### config.mk
export PLATFORM = sky130hd
export DESIGN_NAME = program_sequencer_stack_flat
export DESIGN_NICKNAME = d
export VERILOG_FILES = /design/src/rtl/program_sequencer_stack_pkg.sv /design/src/rtl/program_sequencer_stack_if.sv /design/src/rtl/program_sequencer_stack_return_stack.sv /design/src/rtl/program_sequencer_stack.sv /design/src/flat_wrapper.sv
export SDC_FILE = /design/constraint.sdc
export NUM_CORES = 1
export LEC_CHECK = 0
export BUFFER_PORTS_ARGS = -buffer_cell sky130_fd_sc_hd__buf_2
export CAP_MARGIN = 20
export CORE_MARGIN = 2
export CORE_UTILIZATION = 30
export CTS_BUF_LIST = sky130_fd_sc_hd__clkbuf_4
export DETAILED_ROUTE_END_ITERATION = 6
export GPL_ROUTABILITY_DRIVEN = 1
export SLEW_MARGIN = 0
export SYNTH_ARGS = -nofsm -noshare
export SYNTH_HDL_FRONTEND = slang
export SYNTH_SLANG_ARGS = --single-unit
export TNS_END_PERCENT = 100
### constraint.sdc
create_clock -name clk -period 2.4 [get_ports clk]
set_input_delay 0.12 -clock clk [delete_from_list [all_inputs] [get_ports clk]]
set_output_delay 0.12 -clock clk [all_outputs]
set_load 0.05 [all_outputs]
### src/rtl/program_sequencer_stack_pkg.sv
// Shared types for the program sequencer: next-address select codes and
// page-target construction used by jmp/jsr.
package program_sequencer_pkg;

  localparam int ADDR_W_DEF = 8;

  typedef enum logic [2:0] {
    SEL_HOLD,
    SEL_RTS,
    SEL_JSR,
    SEL_JMP,
    SEL_JNZ,
    SEL_INC
  } sel_e;

  // Places a page number in the top bits of an address, low bits zero.
  function automatic logic [31:0] page_target(input logic [31:0] page,
                                              input int addr_w,
                                              input int page_w);
    return page << (addr_w - page_w);
  endfunction

endpackage

### src/rtl/program_sequencer_stack_if.sv
// Decoder-to-sequencer bundle: control requests in, fetch address/pc/stack status out.
interface program_sequencer_stack_if #(
  parameter int ADDR_W      = 8,
  parameter int JMP_W       = 4,
  parameter int JSR_W       = 5,
  parameter int STACK_DEPTH = 4
);
  localparam int LVL_W = $clog2(STACK_DEPTH + 1);

  logic              hold;
  logic              jmp;
  logic              jmp_nz;
  logic              dont_jmp;
  logic              jsr;
  logic              rts;
  logic              clr_flags;
  logic [JMP_W-1:0]  jmp_addr;
  logic [JSR_W-1:0]  jsr_addr;
  logic [ADDR_W-1:0] pm_addr;
  logic [ADDR_W-1:0] pc;
  logic [LVL_W-1:0]  stack_level;
  logic              stack_overflow;
  logic              stack_underflow;

  modport master (
    output hold, jmp, jmp_nz, dont_jmp, jsr, rts, clr_flags, jmp_addr, jsr_addr,
    input  pm_addr, pc, stack_level, stack_overflow, stack_underflow
  );

  modport slave (
    input  hold, jmp, jmp_nz, dont_jmp, jsr, rts, clr_flags, jmp_addr, jsr_addr,
    output pm_addr, pc, stack_level, stack_overflow, stack_underflow
  );

endinterface

### src/rtl/program_sequencer_stack_return_stack.sv
// LIFO return-address stack; top is combinational, push/pop take effect on the next edge.
// Push when full and pop when empty are ignored; the level never wraps.
module return_stack #(
  parameter int DEPTH = 4,
  parameter int WIDTH = 8,
  localparam int LVL_W = $clog2(DEPTH + 1)
) (
  input  logic             clk,
  input  logic             rst_n,
  input  logic             push,
  input  logic             pop,
  input  logic [WIDTH-1:0] data_in,
  output logic [WIDTH-1:0] top,
  output logic [LVL_W-1:0] level,
  output logic             full,
  output logic             empty
);

  localparam int IDX_W = (DEPTH > 1) ? $clog2(DEPTH) : 1;

  logic [WIDTH-1:0] mem [DEPTH];
  logic [LVL_W-1:0] rd_lvl;
  logic             do_push;
  logic             do_pop;

  assign full    = (level == LVL_W'(DEPTH));
  assign empty   = (level == '0);
  assign do_pop  = pop & ~empty;
  // Pop wins if both are requested, so a simultaneous push is dropped.
  assign do_push = push & ~full & ~pop;
  assign rd_lvl  = level - LVL_W'(1);
  assign top     = empty ? '0 : mem[rd_lvl[IDX_W-1:0]];

  always_ff @(posedge clk or negedge rst_n) begin
    if (!rst_n) begin
      level <= '0;
    end else if (do_pop) begin
      level <= level - LVL_W'(1);
    end else if (do_push) begin
      level <= level + LVL_W'(1);
    end
  end

  always_ff @(posedge clk) begin
    if (do_push) begin
      mem[level[IDX_W-1:0]] <= data_in;
    end
  end

endmodule

### src/rtl/program_sequencer_stack.sv
// Program sequencer with return stack: pm_addr is combinational from controls/pc,
// pc/stack/flags update on the next edge; hold stalls the fetch with no state change.
module program_sequencer_stack
  import program_sequencer_pkg::*;
#(
  parameter int ADDR_W      = ADDR_W_DEF,
  parameter int JMP_W       = 4,
  parameter int JSR_W       = 5,
  parameter int STACK_DEPTH = 4
) (
  input logic                       clk,
  input logic                       async_reset_n,
  program_sequencer_stack_if.slave  sq
);

  localparam int LVL_W = $clog2(STACK_DEPTH + 1);

  sel_e              sel;
  logic [ADDR_W-1:0] pc_q;
  logic [ADDR_W-1:0] pc_inc;
  logic [ADDR_W-1:0] nxt_addr;
  logic [ADDR_W-1:0] jmp_tgt;
  logic [ADDR_W-1:0] jsr_tgt;
  logic [ADDR_W-1:0] tos;
  logic [LVL_W-1:0]  level;
  logic              full;
  logic              empty;
  logic              ovf_q;
  logic              unf_q;
  logic              ovf_set;
  logic              unf_set;

  assign pc_inc  = pc_q + ADDR_W'(1);
  assign jmp_tgt = ADDR_W'(page_target(32'(sq.jmp_addr), ADDR_W, JMP_W));
  assign jsr_tgt = ADDR_W'(page_target(32'(sq.jsr_addr), ADDR_W, JSR_W));

  always_comb begin
    sel = SEL_INC;
    if (sq.hold)                       sel = SEL_HOLD;
    else if (sq.rts)                   sel = SEL_RTS;
    else if (sq.jsr)                   sel = SEL_JSR;
    else if (sq.jmp)                   sel = SEL_JMP;
    else if (sq.jmp_nz && !sq.dont_jmp) sel = SEL_JNZ;
  end

  always_comb begin
    nxt_addr = pc_inc;
    case (sel)
      SEL_HOLD: nxt_addr = pc_q;
      SEL_RTS:  nxt_addr = empty ? pc_inc : tos;
      SEL_JSR:  nxt_addr = jsr_tgt;
      SEL_JMP,
      SEL_JNZ:  nxt_addr = jmp_tgt;
      default:  nxt_addr = pc_inc;
    endcase
  end

  return_stack #(
    .DEPTH (STACK_DEPTH),
    .WIDTH (ADDR_W)
  ) u_stack (
    .clk     (clk),
    .rst_n   (async_reset_n),
    .push    (sel == SEL_JSR),
    .pop     (sel == SEL_RTS),
    .data_in (pc_inc),
    .top     (tos),
    .level   (level),
    .full    (full),
    .empty   (empty)
  );

  assign ovf_set = (sel == SEL_JSR) && full;
  assign unf_set = (sel == SEL_RTS) && empty;

  always_ff @(posedge clk or negedge async_reset_n) begin
    if (!async_reset_n) begin
      pc_q  <= '0;
      ovf_q <= 1'b0;
      unf_q <= 1'b0;
    end else begin
      pc_q <= nxt_addr;
      // A new error in the same cycle as a clear must stay visible.
      if (ovf_set)           ovf_q <= 1'b1;
      else if (sq.clr_flags) ovf_q <= 1'b0;
      if (unf_set)           unf_q <= 1'b1;
      else if (sq.clr_flags) unf_q <= 1'b0;
    end
  end

  assign sq.pm_addr         = async_reset_n ? nxt_addr : '0;
  assign sq.pc              = pc_q;
  assign sq.stack_level     = level;
  assign sq.stack_overflow  = ovf_q;
  assign sq.stack_underflow = unf_q;

endmodule

### src/flat_wrapper.sv
// flat-port wrapper written by rule: the top's interface ports become plain ports
module program_sequencer_stack_flat import program_sequencer_pkg::*;
#(
  parameter int ADDR_W      = ADDR_W_DEF,
  parameter int JMP_W       = 4,
  parameter int JSR_W       = 5,
  parameter int STACK_DEPTH = 4
)
  (clk, async_reset_n, sq_hold, sq_jmp, sq_jmp_nz, sq_dont_jmp, sq_jsr, sq_rts, sq_clr_flags, sq_jmp_addr, sq_jsr_addr, sq_pm_addr, sq_pc, sq_stack_level, sq_stack_overflow, sq_stack_underflow);
  program_sequencer_stack_if #(.ADDR_W(ADDR_W), .JMP_W(JMP_W), .JSR_W(JSR_W), .STACK_DEPTH(STACK_DEPTH)) sq_i ();
  input logic clk;
  input logic async_reset_n;
  input wire logic [$bits(sq_i.hold)-1:0] sq_hold;
  input wire logic [$bits(sq_i.jmp)-1:0] sq_jmp;
  input wire logic [$bits(sq_i.jmp_nz)-1:0] sq_jmp_nz;
  input wire logic [$bits(sq_i.dont_jmp)-1:0] sq_dont_jmp;
  input wire logic [$bits(sq_i.jsr)-1:0] sq_jsr;
  input wire logic [$bits(sq_i.rts)-1:0] sq_rts;
  input wire logic [$bits(sq_i.clr_flags)-1:0] sq_clr_flags;
  input wire logic [$bits(sq_i.jmp_addr)-1:0] sq_jmp_addr;
  input wire logic [$bits(sq_i.jsr_addr)-1:0] sq_jsr_addr;
  output wire logic [$bits(sq_i.pm_addr)-1:0] sq_pm_addr;
  output wire logic [$bits(sq_i.pc)-1:0] sq_pc;
  output wire logic [$bits(sq_i.stack_level)-1:0] sq_stack_level;
  output wire logic [$bits(sq_i.stack_overflow)-1:0] sq_stack_overflow;
  output wire logic [$bits(sq_i.stack_underflow)-1:0] sq_stack_underflow;
  assign sq_i.hold = sq_hold;
  assign sq_i.jmp = sq_jmp;
  assign sq_i.jmp_nz = sq_jmp_nz;
  assign sq_i.dont_jmp = sq_dont_jmp;
  assign sq_i.jsr = sq_jsr;
  assign sq_i.rts = sq_rts;
  assign sq_i.clr_flags = sq_clr_flags;
  assign sq_i.jmp_addr = sq_jmp_addr;
  assign sq_i.jsr_addr = sq_jsr_addr;
  assign sq_pm_addr = sq_i.pm_addr;
  assign sq_pc = sq_i.pc;
  assign sq_stack_level = sq_i.stack_level;
  assign sq_stack_overflow = sq_i.stack_overflow;
  assign sq_stack_underflow = sq_i.stack_underflow;
  program_sequencer_stack #(.ADDR_W(ADDR_W), .JMP_W(JMP_W), .JSR_W(JSR_W), .STACK_DEPTH(STACK_DEPTH)) u_core (.clk(clk), .async_reset_n(async_reset_n), .sq(sq_i));
endmodule
=== Yosys cells after proc, flatten, opt, wreduce, memory -nomap -nowiden ===
Memory sizes are Yosys's and may differ from the RTL's.
Index checks and enable logic that the tools add are counted.
W data, S select, Z words.

* Register bits after elaboration: 13
* Bits in read-only memories: 0
* Memories kept: 1
* Bits in writable memories: 32
* Bits of input ports: 18
* Bits in latches: 0

* Muxes and demuxes: 15
* Bitwise logic cells: 6
* Reductions and logical operators: 10
* $mul: 0
* Equal/unequal tests: 5
* Shift operators: 0
* $add $sub $neg: 3
* Div/mod/pow operators: 0
* Order comparisons: 0

{| class="wikitable"
|+ Memories
! memory !! depth !! width !! rd ports !! clocked after memory_dff !! wr ports !! RTL line !! source
|-
| u_core.u_stack.mem || 4 || 8 || 1 || 0 || 1 || program_sequencer_stack_return_stack.sv:21 || <nowiki>logic [WIDTH-1:0] mem [DEPTH];</nowiki>
|}

{| class="wikitable"
|+ Operators with widths
! operator !! count
|-
| $pmux W8 S4 || 1
|-
| $mux W3 || 6
|-
| $mux W8 || 2
|-
| $add A8 B1 Y8 const B || 1
|-
| $eq A3 B2 Y1 const B || 2
|-
| $eq A3 B3 Y1 const B || 2
|-
| $logic_not A3 Y1 || 2
|-
| $mux W1 || 6
|-
| $reduce_bool A2 Y1 || 3
|-
| $add A3 B1 Y3 const B || 1
|-
| $and A1 B1 Y1 || 3
|-
| $eq A3 B1 Y1 const B || 1
|-
| $logic_and A1 B1 Y1 || 3
|-
| $not A1 Y1 || 3
|-
| $sub A3 B1 Y3 const B || 1
|-
| $reduce_or A2 Y1 || 1
|-
| $logic_not A1 Y1 || 1
|}

=== Depth between registers and ports, before layout ===
Gate-level depths: netlist (run 1).

* Word-level depth: 12
* Gate-level depth with buffers: 8
* Gate-level depth less buffers: 6

=== By module ===
A second synthesis (run 1) with hierarchy kept.

* Cells, all modules: 185
* Area total of the unflattened synthesis: 2344.7 um^2

{| class="wikitable"
|+ By module, submodules not included
! module !! instances !! cells an instance !! area an instance (um^2)
|-
| return_stack || 1 || 79 || 1486.4
|-
| program_sequencer_stack || 1 || 106 || 858.3
|}

=== Worst setup path before layout (run 1) ===
OpenSTA, ideal clock, no wires.

* Path kind: flip-flop to output port
* From: register u_core.u_stack.level[0]
* To: output sq_pm_addr[6]
* Stages on the path, launching flop included: 9
* Path buffers: 2
* Path slack: -887 ps
* Required time: 2280 ps
* Arrival: 3167 ps
* Cell sequence: dfrtp_1 > buf_6 > inv_1 > ha_1 > clkbuf_1 > mux4_1 > and3_1 > a211oi_1 > o32ai_1

* Longest elaborated chain between the ends: 5
* Elaborated cells on any way between the ends: 6

{| class="wikitable"
|+ Ends and longest elaborated chain
! what !! RTL line !! source
|-
| start: declaration || program_sequencer_stack_return_stack.sv:14 || <nowiki>output logic [LVL_W-1:0] level,</nowiki>
|-
| start signal: assignment || program_sequencer_stack_return_stack.sv:38 || <nowiki>level <= level - LVL_W'(1);</nowiki>
|-
| start signal: assignment || program_sequencer_stack_return_stack.sv:40 || <nowiki>level <= level + LVL_W'(1);</nowiki>
|-
| $sub A3 B1 Y3 || n/a ||
|-
| $mem_v2 Z4 W8 || n/a ||
|-
| $mux W8 (*) || program_sequencer_stack.sv:50 || <nowiki>SEL_RTS: nxt_addr = empty ? pc_inc : tos;</nowiki>
|-
| $pmux W8 S4 (*) || program_sequencer_stack.sv:48 || <nowiki>case (sel)</nowiki>
|-
| $mux W8 (*) || program_sequencer_stack.sv:91 || <nowiki>assign sq.pm_addr = async_reset_n ? nxt_addr : '0;</nowiki>
|-
| end: declaration || flat_wrapper.sv:22 || <nowiki>output wire logic [$bits(sq_i.pm_addr)-1:0] sq_pm_addr;</nowiki>
|}

Every way passes the cells marked *; elsewhere a longest branch is shown, timed or not.

=== Final worst setup path (run 1) ===
* From: register u_core.u_stack.level[0]
* To: output sq_pm_addr[1]

The elaborated chain is that of the path after synthesis.

==> implementation parameters, run 1 <==
Parameter                              Value

Placement
  Weighted congestion reported at the end of routability-driven placement ... 0.890
  HPWL after DPL ... 3750 microns
  Area of placed instances ... 0.00265 sq mm
  Port-buffer cells ... 38
  Placed Instances ... 310

Layout
  Total Nets Final ... 260
  Final std cells w/o fill ... 336
  Final cell area excluding filler cells ... 0.00301 sq mm
  Share of post-route cells with drive strength above 1 ... 40.1%
  Final antenna diode count ... 0
  Area growth from synthesis to layout ... 34.3%

Synth
  Syn avg cell area ... 13.2 sq um
  Yosys warnings ... 0
  Count of mapped cells out of synthesis ... 170
  Top post-synthesis cells by count ... sky130_fd_sc_hd__edfxtp_1 (32), sky130_fd_sc_hd__dfrtp_1 (13), sky130_fd_sc_hd__inv_1 (11), sky130_fd_sc_hd__nand2_1 (11), sky130_fd_sc_hd__nand2b_1 (9)
  Most common cell in the synthesized netlist ... sky130_fd_sc_hd__edfxtp_1
  Synthesized flop and latch total ... 45
  Synthesized net count ... 194
  Count of flip-flops with a built-in enable after synthesis ... 32
  Synth top area share ... 43.0%
  Biggest area consumer among synthesized cells ... sky130_fd_sc_hd__edfxtp_1
  Post-synth top flop ... sky130_fd_sc_hd__edfxtp_1
  Post-synthesis instance area ... 0.00224 sq mm
  Biggest area contributors in the synthesized netlist ... sky130_fd_sc_hd__edfxtp_1 (43%), sky130_fd_sc_hd__dfrtp_1 (15%), sky130_fd_sc_hd__mux4_1 (7.0%), sky130_fd_sc_hd__ha_1 (3.4%), sky130_fd_sc_hd__nand2b_1 (2.5%)
  Async set-or-reset flop fraction in the synthesized netlist ... 28.9%
  Post-synth cell types ... 42
  Seq/Total Area, Yosys ... 57.5%

Global route
  Number of global-route vias before repair ... 1,651
  Initial antenna violation count ... 0
  Largest net degree at the start of global routing ... 21
  Global-route total usage across every layer ... 13.6%
  GRT Residual Overflow ... 0
  Wire length of the first global-routing pass ... 8650 microns

Critical path
  Depth of the most critical reg-to-reg path ... 7
  Endpoint of the most critical register-to-register path ... u_core.sq.pc[7]
  Buf/Inv on CP ... 4
  Setup slack, reg-to-reg ... 0.42 ns
  Maximum fanout count along the critical path ... 7
  CP Cell Sequence ... buf_12, buf_12, mux4_1, a222oi_1, buf_4, nor2_2, buf_6
  Critical path type ... register to primary output
  Most used cell, CP ... sky130_fd_sc_hd__buf_12
  Worst EP arrival ... 2.24 ns
  Slowest cell on the critical path ... sky130_fd_sc_hd__mux4_1
  Category of the worst setup path capture point ... primary output
  Highest cell delay on the worst timing path ... 0.55 ns
  Cell type group with the largest total delay on the critical path ... buffers and inverters
  CP Launch Type ... register
  Worst flop-to-flop path startpoint ... u_core.u_stack.level[0]
  Data required, critical path ... 2.28 ns

Clock tree
  CTS tree ... done
  Worst skew pair latency ... 0.35 ns
  Clock edge transition at the registers on the reported setup and hold paths ... 0.13 ns
  Longest Clk Path Bufs ... 2
  Inserted Clock Buffers ... 5
  Clk sinks ... 45
  Number of H-tree levels ... 2
  Root buffer cell ... sky130_fd_sc_hd__clkbuf_4

STA
  Count of endpoints failing hold in the final timing report ... 0
  Maximum clock skew at final layout ... 0.0196 ns
  Share of the clock period used by the worst path ... 98.4%
  Number of pins with negative max-slew slack in the final report ... 0
  Number of failing setup endpoints in the final timing report ... 0
  Relative max-transition margin ... 60.0%
  FMAX ... 0.424 GHz
  Setup repair after global routing missed its margin ... yes
  Final min period ... 2.36 ns
  Transition time at the pin with the least slew margin ... 0.595 ns

Run status
  Outcome ... finished clean

Drt
  Final routed wirelength across all metal layers ... 5430 microns
  Routed WL per cell ... 16.2 microns
  Iteration count of the initial detailed-routing pass ... 4
  Overall via count from detail_route ... 1,605
  Detailed router's first-iteration violation count ... 64
  Number of nets with antenna violations after detailed routing ... 0
  Number of remaining DRC errors ... 0
  Highest metal layer with signal wires ... met4
  Wire length on met3 ... 226 microns
  Total length of routed met2 wires ... 2680 microns
  Per-cell via count in the routed design ... 4.78
  Routed length on met1 ... 2460 microns

Pwr
  Leakage dissipation ... 1.19 nW
  Cell area power density ... 1230 mW/mm^2
  Worst VDD drop ... 0.327 mV

Die
  Die W ... 90.4 microns
  Floorplan row count ... 31
  Initial Utilization ... 30.8%
  Overall die area ... 0.00816 sq mm
  DIE HEIGHT ... 90.4 microns
  Placeable Area ... 0.00725 sq mm
  # IOs ... 39

Hold path
  Worst-case hold path end point ... u_core.sq.pc[0]
  Number of cells on the worst hold path ... 3
  Start point of the worst min-delay path ... sq_rts
  Hold/Removal Path Class ... input port to register

Job
  Max Cap Violations ... 0
[placed cells by master (no fill, tap or decap), types with 6 or more instances in the layout]
cell / instances
sky130_fd_sc_hd__edfxtp_1: 32
sky130_fd_sc_hd__buf_2: 31
sky130_fd_sc_hd__buf_4: 20
sky130_fd_sc_hd__nand2_1: 11
sky130_fd_sc_hd__dfrtp_1: 11
sky130_fd_sc_hd__nand2b_1: 9
sky130_fd_sc_hd__inv_1: 9
sky130_fd_sc_hd__o21ai_0: 6
sky130_fd_sc_hd__nor3_1: 6
sky130_fd_sc_hd__clkbuf_4: 6
[what timing repair did]
action	4_1_cts	5_1_grt
gates resized for setup	30	12
pin swaps	5	4
buffers inserted	9	6
hold endpoints to repair	16	0
endpoints found under the setup margin	8	8
hold buffers	3	0
[logic make-up after synthesis]
logic type | Yosys count | synth area share (%)
multiplexers | 9 | 9.51
buffers and inverters | 16 | 3.08
adder cells (fa/ha/maj) | 6 | 3.36
XOR/XNOR | 5 | 1.96
AND/OR/NAND/NOR | 56 | 13.6
AO/OA/AOI/OAI | 33 | 11.0
flip-flops | 45 | 57.5
[per-layer routing]
metal | vias up | global-route usage, %
met4 | 0 | 4.36
li1 | 780 | -
met5 | - | 0
met1 | 773 | 17.5
met3 | 7 | 3.51
met2 | 45 | 22.4
[stage by stage]
| stage | utilization (%) | total power, mW | setup TNS [ns] | setup WS [ns] | hold WS (ns) |
|---|---|---|---|---|---|
| after floorplan | - | 2.38 | -0.0168 | -0.0168 | -0.176 |
| after global placement | 36.6 | 2.78 | 0 | 0.101 | 0.104 |
| after detailed placement | 36.6 | 2.80 | 0 | 0.0441 | 0.0962 |
| after CTS | 40.3 | 3.61 | 0 | 0.00550 | 0.148 |
| after global routing | 41.4 | 3.88 | -0.129 | -0.0373 | 0.159 |
| final | 41.4 | 3.69 | 0 | 0.0390 | 0.168 |
[worst reg2reg max path, stage by stage (launching register included)]
cell	delay (ns)
sky130_fd_sc_hd__dfrtp_2	0.43
sky130_fd_sc_hd__buf_12	0.14
sky130_fd_sc_hd__mux4_1	0.53
sky130_fd_sc_hd__and3_1	0.23
sky130_fd_sc_hd__a211oi_4	0.22
sky130_fd_sc_hd__buf_4	0.15
sky130_fd_sc_hd__buf_4	0.09
sky130_fd_sc_hd__o22ai_1	0.06
[state kept, by name, summed over array words and instances, names as in the netlist]
| register | count |
|---|---|
| u_core.sq.stack_underflow | 1 |
| u_core.sq.pc | 8 |
| u_core.sq.stack_overflow | 1 |
| u_core.u_stack.level | 3 |
| u_core.u_stack.mem | 32 |
[report_power, final]
part	internal, mW	switching [mW]	total [mW]
combinational	0.869	1.16	2.03
sequential	1.05	0.145	1.20
clock	0.228	0.232	0.460
total	2.15	1.54	3.69
[worst max path at each step]
| stage | start | endpoint | slack, ns | depth (start not counted) |
|---|---|---|---|---|
| 6_report | u_core.u_stack.level[0] | sq_pm_addr[1] | 0.04 | 7 |
| 5_1_grt | u_core.u_stack.level[0] | sq_pm_addr[1] | -0.04 | 7 |
| 4_1_cts | u_core.u_stack.level[0] | sq_pm_addr[7] | 0.006 | 6 |
| 3_5_place_dp | u_core.u_stack.level[1] | sq_pm_addr[2] | 0.04 | 7 |
| 3_3_place_gp | u_core.u_stack.level[1] | sq_pm_addr[2] | 0.10 | 7 |
| 2_1_floorplan | u_core.u_stack.level[0] | sq_pm_addr[6] | -0.02 | 8 |
[layout make-up]
class,instances,area [sq um]
Fill cell,685,4250
Timing Repair Buffer,64,477
Tap cell,99,124
Clock buffer,6,45.0
Inverter,11,43.8
Multi-Input combinational cell,109,993
Sequential cell,45,1290
Clock inverter,2,33.8
(Power assumes the default switching activity.)
==> run 2, diff against run 1 <==
Settings changed: CORE_ASPECT_RATIO from default to 0.5.
==> run 2 against run 1 <==
Effect of this change: non-clock buffer count is 7 lower; core utilization is 1.5 points lower; setup slack worse by 0.021 ns; largest power group unchanged.
==> implementation parameters, run 2 (same netlist as run 1, synthesis figures left out) <==
Parameter                              Value

Layout
  Post-Route Utilization ... 39.9%
  Total Nets Final ... 253
  Final std cells w/o fill ... 326
  Commonest non-fill, non-tap cells in the layout ... sky130_fd_sc_hd__buf_2 (32), sky130_fd_sc_hd__edfxtp_1 (32), sky130_fd_sc_hd__buf_4 (14), sky130_fd_sc_hd__nand2_1 (11), sky130_fd_sc_hd__dfrtp_1 (11)
  Count of filler cells inserted in the layout ... 699
  Final antenna diode count ... 0
  Share of post-route cells with drive strength above 1 ... 39.6%
  Area growth from synthesis to layout ... 29.6%
  Area occupied by multi-input gates ... 987 sq um
  Number of flip-flops under the largest register name ... 32
  Area taken by flip-flops and latches ... 0.00129 sq mm

Drt
  Routed WL per cell ... 17.3 microns
  Overall via count from detail_route ... 1,622
  Iteration count of the initial detailed-routing pass ... 4
  Number of nets with antenna violations after detailed routing ... 0
  Number of remaining DRC errors ... 0
  Detailed router's first-iteration violation count ... 136
  Per-cell via count in the routed design ... 4.98
  Final routed wirelength across all metal layers ... 5640 microns

Pwr
  Cell area power density ... 1220 mW/mm^2
  Overall power consumption ... 3.53 mW
  Worst VDD drop ... 0.327 mV
  Leakage dissipation ... 1.13 nW

Run status
  Outcome ... finished clean

Hold path
  Hold/Removal Path Class ... input port to register
  Start point of the worst min-delay path ... sq_rts

Clock tree
  CTS tree ... done
  Inserted Clock Buffers ... 5
  Worst skew pair latency ... 0.37 ns
  Clock edge transition at the registers on the reported setup and hold paths ... 0.15 ns
  Clk sinks ... 45
  Longest Clk Path Bufs ... 2
  Root buffer cell ... sky130_fd_sc_hd__clkbuf_4
  Number of H-tree levels ... 2

Global route
  Global-route total usage across every layer ... 14.1%
  Top Usage Layer GRT ... met2
  Wire length of the first global-routing pass ... 8740 microns
  GRT Residual Overflow ... 0
  Global Route met1 Usage ... 18.8%
  GR Util met3 ... 3.47%
  Number of global-route vias before repair ... 1,681
  Met2 track demand over resource in global routing ... 22.6%
  Initial antenna violation count ... 0
  Largest net degree at the start of global routing ... 21

Critical path
  Worst flop-to-flop path startpoint ... u_core.u_stack.level[0]
  Critical path type ... register to primary output
  Worst EP arrival ... 2.26 ns
  Startpoint of the most critical setup path ... u_core.u_stack.level[0]
  Category of the worst setup path capture point ... primary output
  CP Launch Type ... register
  Data required, critical path ... 2.28 ns
  Maximum fanout count along the critical path ... 6

STA
  Number of failing setup endpoints in the final timing report ... 0
  Accumulated negative setup slack ... 0 ns
  Count of endpoints failing hold in the final timing report ... 0
  FMAX ... 0.420 GHz
  Relative max-transition margin ... 64.3%
  Transition time at the pin with the least slew margin ... 0.532 ns
  Number of pins with negative max-slew slack in the final report ... 0
  Share of the clock period used by the worst path ... 99.3%
  Final min period ... 2.38 ns
  Maximum clock skew at final layout ... 0.0182 ns
  Setup repair after global routing missed its margin ... yes

Placement
  Weighted congestion reported at the end of routability-driven placement ... 0.855
  HPWL after DPL ... 4090 microns
  Placed Instances ... 307
  Port-buffer cells ... 38

Die
  Initial Utilization ... 30.8%
  Placeable Area ... 0.00727 sq mm
  DIE HEIGHT ... 65.1 microns
  # IOs ... 39
  Die W ... 126 microns
  Overall die area ... 0.00821 sq mm
  Floorplan row count ... 22

Job
  Max Cap Violations ... 0
## run 2: area by class of cell
| type | instances | area share [%] |
|---|---|---|
| Clock buffer | 5 | 1.29 |
| Multi-Input combinational cell | 109 | 34.0 |
| Clock inverter | 3 | 0.733 |
| Sequential cell | 45 | 44.4 |
| Timing Repair Buffer | 57 | 13.8 |
| Inverter | 11 | 1.51 |
| Tap cell | 96 | 4.14 |
## run 2: per-layer routing
| metal | part of all wire, % | up-vias |
|---|---|---|
| li1 | - | 763 |
| met1 | 49 | 828 |
| met2 | 46 | 25 |
| met3 | 4.3 | 6 |
| met4 | 1.2 | 0 |
| met5 | 0 | - |
## run 2: per-stage QoR
stage / setup WS (ns) / area [sq um] / hold WS (ns)
after floorplan: -0.0168 / 2310 / -0.176
after global placement: 0.197 / 2650 / 0.0963
after detailed placement: 0.154 / 2650 / 0.106
after CTS: -0.00671 / 2860 / 0.137
after global routing: -0.0647 / 2900 / 0.141
final: 0.0179 / 2900 / 0.147
## run 2: critical path: stages (launching register included)
cell,delay [ns]
sky130_fd_sc_hd__dfrtp_2,0.44
sky130_fd_sc_hd__inv_4,0.05
sky130_fd_sc_hd__ha_4,0.30
sky130_fd_sc_hd__buf_6,0.12
sky130_fd_sc_hd__mux4_2,0.30
sky130_fd_sc_hd__a221o_1,0.37
sky130_fd_sc_hd__and2_4,0.18
sky130_fd_sc_hd__buf_6,0.14
## run 2: path summary, 6_finish.rpt
path	to	depth (start not counted)	slack, ns
min in group asynchronous	u_core.sq.pc[3]	3	0.24
worst max register to register	u_core.sq.pc[7]	6	0.53
max in group asynchronous	u_core.u_stack.level[1]	3	1.93
worst max-delay path	sq_pm_addr[3]	7	0.02
worst min-delay path	u_core.sq.pc[0]	3	0.15
worst min register to register	u_core.sq.stack_underflow	2	0.54
## run 2: power breakdown
part           internal, mW  total (mW)  switching (mW)
Combinational         0.781        1.95            1.16
Clock                 0.117       0.387           0.270
Sequential             1.05        1.19           0.139
Total                  1.95        3.53            1.57
## run 2: timing repair
action                                 in CTS  in global routing
resized for setup                          29                 11
pin swaps                                   3                  5
buffers inserted                            5                  3
hold buffers                                3                  0
setup endpoints to repair                   8                  8
endpoints found under the hold margin      16                  0
